**config.mk**
```make
export PLATFORM = sky130hd
export DESIGN_NAME = debouncer_mc
export DESIGN_NICKNAME = d
export VERILOG_FILES = /design/src/rtl/debouncer_mc.sv
export SDC_FILE = /design/constraint.sdc
export NUM_CORES = 1
export LEC_CHECK = 0
export ABC_CLOCK_PERIOD_IN_PS = 6000
export BUFFER_PORTS_ARGS = -buffer_cell sky130_fd_sc_hd__buf_2
export CORE_UTILIZATION = 48
export DETAILED_ROUTE_END_ITERATION = 10
export GPL_ROUTABILITY_DRIVEN = 0
export PLACE_DENSITY = 0.67
export SYNTH_ARGS = -nofsm -noshare
export SYNTH_HDL_FRONTEND = slang
export SYNTH_SLANG_ARGS = --single-unit
export TNS_END_PERCENT = 1
```
**constraint.sdc**
```tcl
create_clock -name i_clk -period 6 [get_ports i_clk]
set_input_delay 1.2 -clock i_clk [delete_from_list [all_inputs] [get_ports i_clk]]
set_output_delay 1.2 -clock i_clk [all_outputs]
set_load 0.01 [all_outputs]
```
**src/rtl/debouncer_mc.sv**
```systemverilog
// debouncer_mc -- multi-channel switch debouncer.
//
// Each channel first passes its raw input through a short synchroniser
// chain. It then commits a new debounced level once the synchronised value
// has differed from the current output for T+1 consecutive enabled cycles.
// T is the shared runtime threshold.
//
// Ports:
//   i_clk         single clock, rising edge
//   i_rst         synchronous active-high reset
//   i_en          count enable; 0 freezes counters/outputs, suppresses pulses
//   iv_input      raw (possibly asynchronous) switch inputs, one per channel
//   iv_threshold  tolerance T shared by all channels
//   ov_output     debounced levels
//   ov_rise       one-cycle pulse on a committed 0->1 change
//   ov_fall       one-cycle pulse on a committed 1->0 change
//   o_any_change  OR of all rise/fall pulses, aligned with them
//   ov_busy       channel counter is nonzero
module debouncer_mc #(
  parameter int                    p_CHANNELS    = 4,
  parameter int                    p_CNT_WIDTH   = 8,
  parameter int                    p_SYNC_STAGES = 2,
  parameter logic [p_CHANNELS-1:0] p_INIT_VALUE  = {p_CHANNELS{1'b0}}
) (
  input  logic                   i_clk,
  input  logic                   i_rst,
  input  logic                   i_en,
  input  logic [p_CHANNELS-1:0]  iv_input,
  input  logic [p_CNT_WIDTH-1:0] iv_threshold,
  output logic [p_CHANNELS-1:0]  ov_output,
  output logic [p_CHANNELS-1:0]  ov_rise,
  output logic [p_CHANNELS-1:0]  ov_fall,
  output logic                   o_any_change,
  output logic [p_CHANNELS-1:0]  ov_busy
);

  // Synchronised input level seen by the debounce logic.
  logic [p_CHANNELS-1:0] sync_level;

  generate
    if (p_SYNC_STAGES == 0) begin : g_no_sync
      assign sync_level = iv_input;
    end else begin : g_sync
      // Power-up contents match the reset contents.
      logic [p_SYNC_STAGES-1:0][p_CHANNELS-1:0] chain = {p_SYNC_STAGES{p_INIT_VALUE}};

      // Synchroniser shift chain; it shifts regardless of i_en.
      always_ff @(posedge i_clk) begin
        if (i_rst) begin
          chain <= {p_SYNC_STAGES{p_INIT_VALUE}};
        end else begin
          chain[0] <= iv_input;
          for (int k = 1; k < p_SYNC_STAGES; k++) begin
            chain[k] <= chain[k-1];
          end
        end
      end

      assign sync_level = chain[p_SYNC_STAGES-1];
    end
  endgenerate

  // State registers; power-up values equal reset values.
  logic [p_CHANNELS-1:0][p_CNT_WIDTH-1:0] cnt      = {(p_CHANNELS*p_CNT_WIDTH){1'b0}};
  logic [p_CHANNELS-1:0]                  level    = p_INIT_VALUE;
  logic [p_CHANNELS-1:0]                  rise     = {p_CHANNELS{1'b0}};
  logic [p_CHANNELS-1:0]                  fall     = {p_CHANNELS{1'b0}};
  logic [p_CHANNELS-1:0]                  busy     = {p_CHANNELS{1'b0}};
  logic                                   any_chg  = 1'b0;

  logic [p_CHANNELS-1:0][p_CNT_WIDTH-1:0] cnt_nxt;
  logic [p_CHANNELS-1:0]                  level_nxt;
  logic [p_CHANNELS-1:0]                  rise_nxt;
  logic [p_CHANNELS-1:0]                  fall_nxt;
  logic [p_CHANNELS-1:0]                  busy_nxt;

  // Per-channel next-state: clear on agreement, commit once the count has
  // reached T, otherwise count up. The count is bounded by T, so it cannot wrap.
  always_comb begin
    cnt_nxt   = cnt;
    level_nxt = level;
    rise_nxt  = {p_CHANNELS{1'b0}};
    fall_nxt  = {p_CHANNELS{1'b0}};
    busy_nxt  = {p_CHANNELS{1'b0}};
    for (int i = 0; i < p_CHANNELS; i++) begin
      if (i_en) begin
        if (sync_level[i] == level[i]) begin
          cnt_nxt[i] = {p_CNT_WIDTH{1'b0}};
        end else if (cnt[i] >= iv_threshold) begin
          // Threshold compare is live, so lowering T can commit immediately.
          level_nxt[i] = sync_level[i];
          cnt_nxt[i]   = {p_CNT_WIDTH{1'b0}};
          rise_nxt[i]  = sync_level[i];
          fall_nxt[i]  = ~sync_level[i];
        end else begin
          cnt_nxt[i] = cnt[i] + p_CNT_WIDTH'(1);
        end
      end else begin
        cnt_nxt[i] = cnt[i];
      end
      busy_nxt[i] = (cnt_nxt[i] != {p_CNT_WIDTH{1'b0}});
    end
  end

  // Register counters, levels and pulses; reset wins over any commit.
  always_ff @(posedge i_clk) begin
    if (i_rst) begin
      cnt     <= {(p_CHANNELS*p_CNT_WIDTH){1'b0}};
      level   <= p_INIT_VALUE;
      rise    <= {p_CHANNELS{1'b0}};
      fall    <= {p_CHANNELS{1'b0}};
      busy    <= {p_CHANNELS{1'b0}};
      any_chg <= 1'b0;
    end else begin
      cnt     <= cnt_nxt;
      level   <= level_nxt;
      rise    <= rise_nxt;
      fall    <= fall_nxt;
      busy    <= busy_nxt;
      any_chg <= |(rise_nxt | fall_nxt);
    end
  end

  assign ov_output    = level;
  assign ov_rise      = rise;
  assign ov_fall      = fall;
  assign ov_busy      = busy;
  assign o_any_change = any_chg;

endmodule
```
==> flow_summary.yaml <==
status:
  outcome: "completed"
timing:
  setup-violations-final: 0
  fin_crit_sh_pct: 52.5
  setup_slack_ns: 2.85
  fin_crit_ns: 3.15
  worstMarginPinSlew_ns: 1.07
  max_freq_ghz: 0.318
  finalSetupTns_ns: 0
  slew_headroom_pct: 28.9
  slew_violations: 0
  rsz0062_at_grt: "no"
  hold_violations: 0
  clock_skew_ns: 0.0150
setup_path:
  ff2ff_path_depth: 8
  cp.arrival_ns: 3.39
  r2r-end: "cnt[22]$_SDFF_PP0_"
  regToRegSetupSlack_ns: 3.38
  startpoint_type: "input port"
  endpoint_kind: "flop"
  crit_fanout: 11
  reg2reg_from: "cnt[16]$_SDFF_PP0_"
  critPathRequiredTime_ns: 6.24
  crit_type: "in -> reg"
pwr:
  p_int_uw: 669
  p_switching_uw: 191
  pwr-share-seq_pct: 44.8
  powerDensity_nw_per_um2: 221
  swShare_pct: 22.2
  pwr-share-clk_pct: 48.8
  vdd_ir_drop_max_v: 0.000119
  combPwrFrac_pct: 6.4
  p_leak_nw: 1.64
synthesis:
  netlist_area_um2: 3520
  synth-adder-area-share_pct: 12.8
  synth_compound_area_share_pct: 19.9
  async_flop_share_pct: 0
  synthSimpleGateAreaFrac_pct: 23.9
  synth_xor_area_share_pct: 2.98
  yosysSeqAreaShare_pct: 32.4
  postSynthCellCount: 419
  yosys_warnings: 0
  synth_nets: 470
  synth_top_family_by_area: "simple AND/OR/NAND/NOR gates"
  syn_avg_cell_area_um2: 8.41
  synth_edf_count: 0
  synth-seq-cells: 57
  yosysUniqueCellTypes: 49
  synth_mux_area_share_pct: 2.56
  ys.flop_type: "dfxtp_1"
drt:
  wl_mm: 7.70
  num_vias: 3096
  routed_via_density: 5.75
  drc: 0
  wl_per_cell_um: 14.3
  drtPass1Iterations: 4
  final_antenna_net_count: 0
  dr.first_iter.drc_count: 89
place:
  place_ws_ns: 2.48
  place_hpwl_mm: 5.29
  portBuffers: 31
finish:
  layout_common_cells: "dfxtp_1 (57), nand2_1 (39), nor2_1 (39)"
  regArea_um2: 1140
  multi_input_area_um2: 2190
  synthToLayoutAreaGrowth_pct: 10.2
  final_common_cell: "dfxtp_1"
  drive_above_1_share_pct: 12.4
  n_fill_cell: 679
  antennaDiodeCount: 0
  layout.nets: 489
cts:
  cts_root_buffer: "clkbuf_8"
  cts.repair.resized: 0
  clock-sinks: 57
  clockBufferDepth: 2
  cts_tree: "built"
  cts_made_buffers: 9
  cts_htree_levels: 3
  post_cts_buffers: 0
  clk_pin_slew_ns: 0.06
  postCtsHoldBufs: 0
  clk_latency_ns: 0.34
global_route:
  top_usage_layer: "met2"
  antenna_found_initial: 0
  grt_pass1_vias: 2809
  grt_pass1_wl_mm: 12.9
  grtUsageMet2_pct: 36.6
  met3_usage_pct: 5.37
  use_met1_pct: 26.8
  grt_start_max_net_pins: 61
  overflow: 0
  grt_use_total_pct: 21.8
floorplan:
  start_util_pct: 50.7
  rows: 30
  coreArea_um2: 6940
  die_width_um: 87.7
  die-area_um2: 7680
  die_h_um: 87.7
  io-pin-count: 32
min_path:
  hold_class: "reg -> reg"
  worstHoldStart: "g_sync.chain[1]$_SDFF_PP0_"
  hold-path-cell-count: 1
  holdPathEnd: "sync_level[1]$_SDFF_PP0_"
flow_run:
  max_cap_viol_count: 0
-- sequential cells by signal (all words and copies together) (netlist names) --
register / flops
sync_level: 4
ov_rise: 4
g_sync.chain: 4
cnt: 32
o_any_change: 1
ov_fall: 4
ov_output: 4
ov_busy: 4
-- metal layers --
metal | routed length (µm) | vias up
met3 | 300 | 14
met1 | 3480 | 1446
met5 | 0 | -
li1 | - | 1578
met4 | 163 | 0
met2 | 3760 | 58
-- cell usage after synthesis, types with 4 or more instances --
cell type | count | area [µm²]
mux2i_1 | 9 | 90.1
buf_2 | 4 | 20.0
nor3_1 | 19 | 95.1
dfxtp_1 | 57 | 1140
a311oi_1 | 17 | 149
a31oi_1 | 7 | 43.8
nor2_1 | 39 | 146
a21oi_1 | 28 | 140
nand2_1 | 39 | 146
nand2b_1 | 11 | 68.8
nor4_1 | 8 | 50.1
or2_2 | 5 | 31.3
nor3b_1 | 4 | 30.0
clkbuf_1 | 11 | 41.3
inv_1 | 12 | 45.0
and3_1 | 5 | 31.3
a41oi_1 | 6 | 52.6
ha_1 | 36 | 450
a22oi_1 | 8 | 60.1
o21ai_0 | 10 | 50.1
xor2_1 | 9 | 78.8
nor2b_1 | 11 | 68.8
nand3_1 | 20 | 100
-- power groups by stage --
stage | Combinational (mW) | Clock, mW | Sequential, mW
2_1_floorplan | 0.0419 | 0 | 0.393
5_1_grt | 0.0630 | 0.438 | 0.385
6_report | 0.0551 | 0.419 | 0.385
3_3_place_gp | 0.0539 | 0 | 0.393
4_1_cts | 0.0558 | 0.426 | 0.385
3_5_place_dp | 0.0554 | 0 | 0.393
-- through the flow --
stage | power, mW | hold WS, ns | utilization, % | cells | cell area [µm²]
2_1_floorplan | 0.435 | 0.414 | - | 419 | 3520
3_3_place_gp | 0.447 | 0.417 | 52.6 | 523 | 3650
3_5_place_dp | 0.449 | 0.424 | 52.6 | 523 | 3650
4_1_cts | 0.866 | 0.437 | 55.9 | 538 | 3880
5_1_grt | 0.886 | 0.449 | 55.9 | 538 | 3880
6_report | 0.859 | 0.434 | 55.9 | 538 | 3880
-- final cells by class --
type,count,share of cell area (%)
timing repair buffer,31,4.00
clock inverter,2,1.55
inverter,13,1.26
sequential,57,29.4
tap,96,3.10
clock buffer,13,4.35
multi-input combinational,326,56.3
-- kinds of logic (layout without fill, tap and decap cells) --
| logic type | Yosys count | in the layout |
|---|---|---|
| and+or+nand+nor | 171 | 171 |
| AOI/OAI and AO/OA | 98 | 98 |
| DFF | 57 | 57 |
| adders and majority gates | 36 | 36 |
| buffers and inverters | 36 | 59 |
| xor gates and xnor gates | 12 | 12 |
| muxes | 9 | 9 |
-- critical path, stage by stage --
cell,delay (ns)
buf_2,0.14
ha_1,0.28
nand2b_1,0.16
a2111oi_2,0.37
o31ai_1,0.21
nor2_1,0.56
o21ai_0,0.19
a311oi_1,0.27
-- how the worst max path moves through the flow --
stage,startpoint,to,cells after the start
2_1_floorplan,iv_threshold[6],cnt[10]$_SDFF_PP0_,9
3_3_place_gp,iv_threshold[0],cnt[22]$_SDFF_PP0_,8
3_5_place_dp,iv_threshold[0],cnt[22]$_SDFF_PP0_,8
4_1_cts,iv_threshold[0],cnt[22]$_SDFF_PP0_,8
5_1_grt,iv_threshold[6],cnt[2]$_SDFF_PP0_,9
6_report,iv_threshold[0],cnt[22]$_SDFF_PP0_,8
No activity file was read; power rests on OpenSTA's default activity.
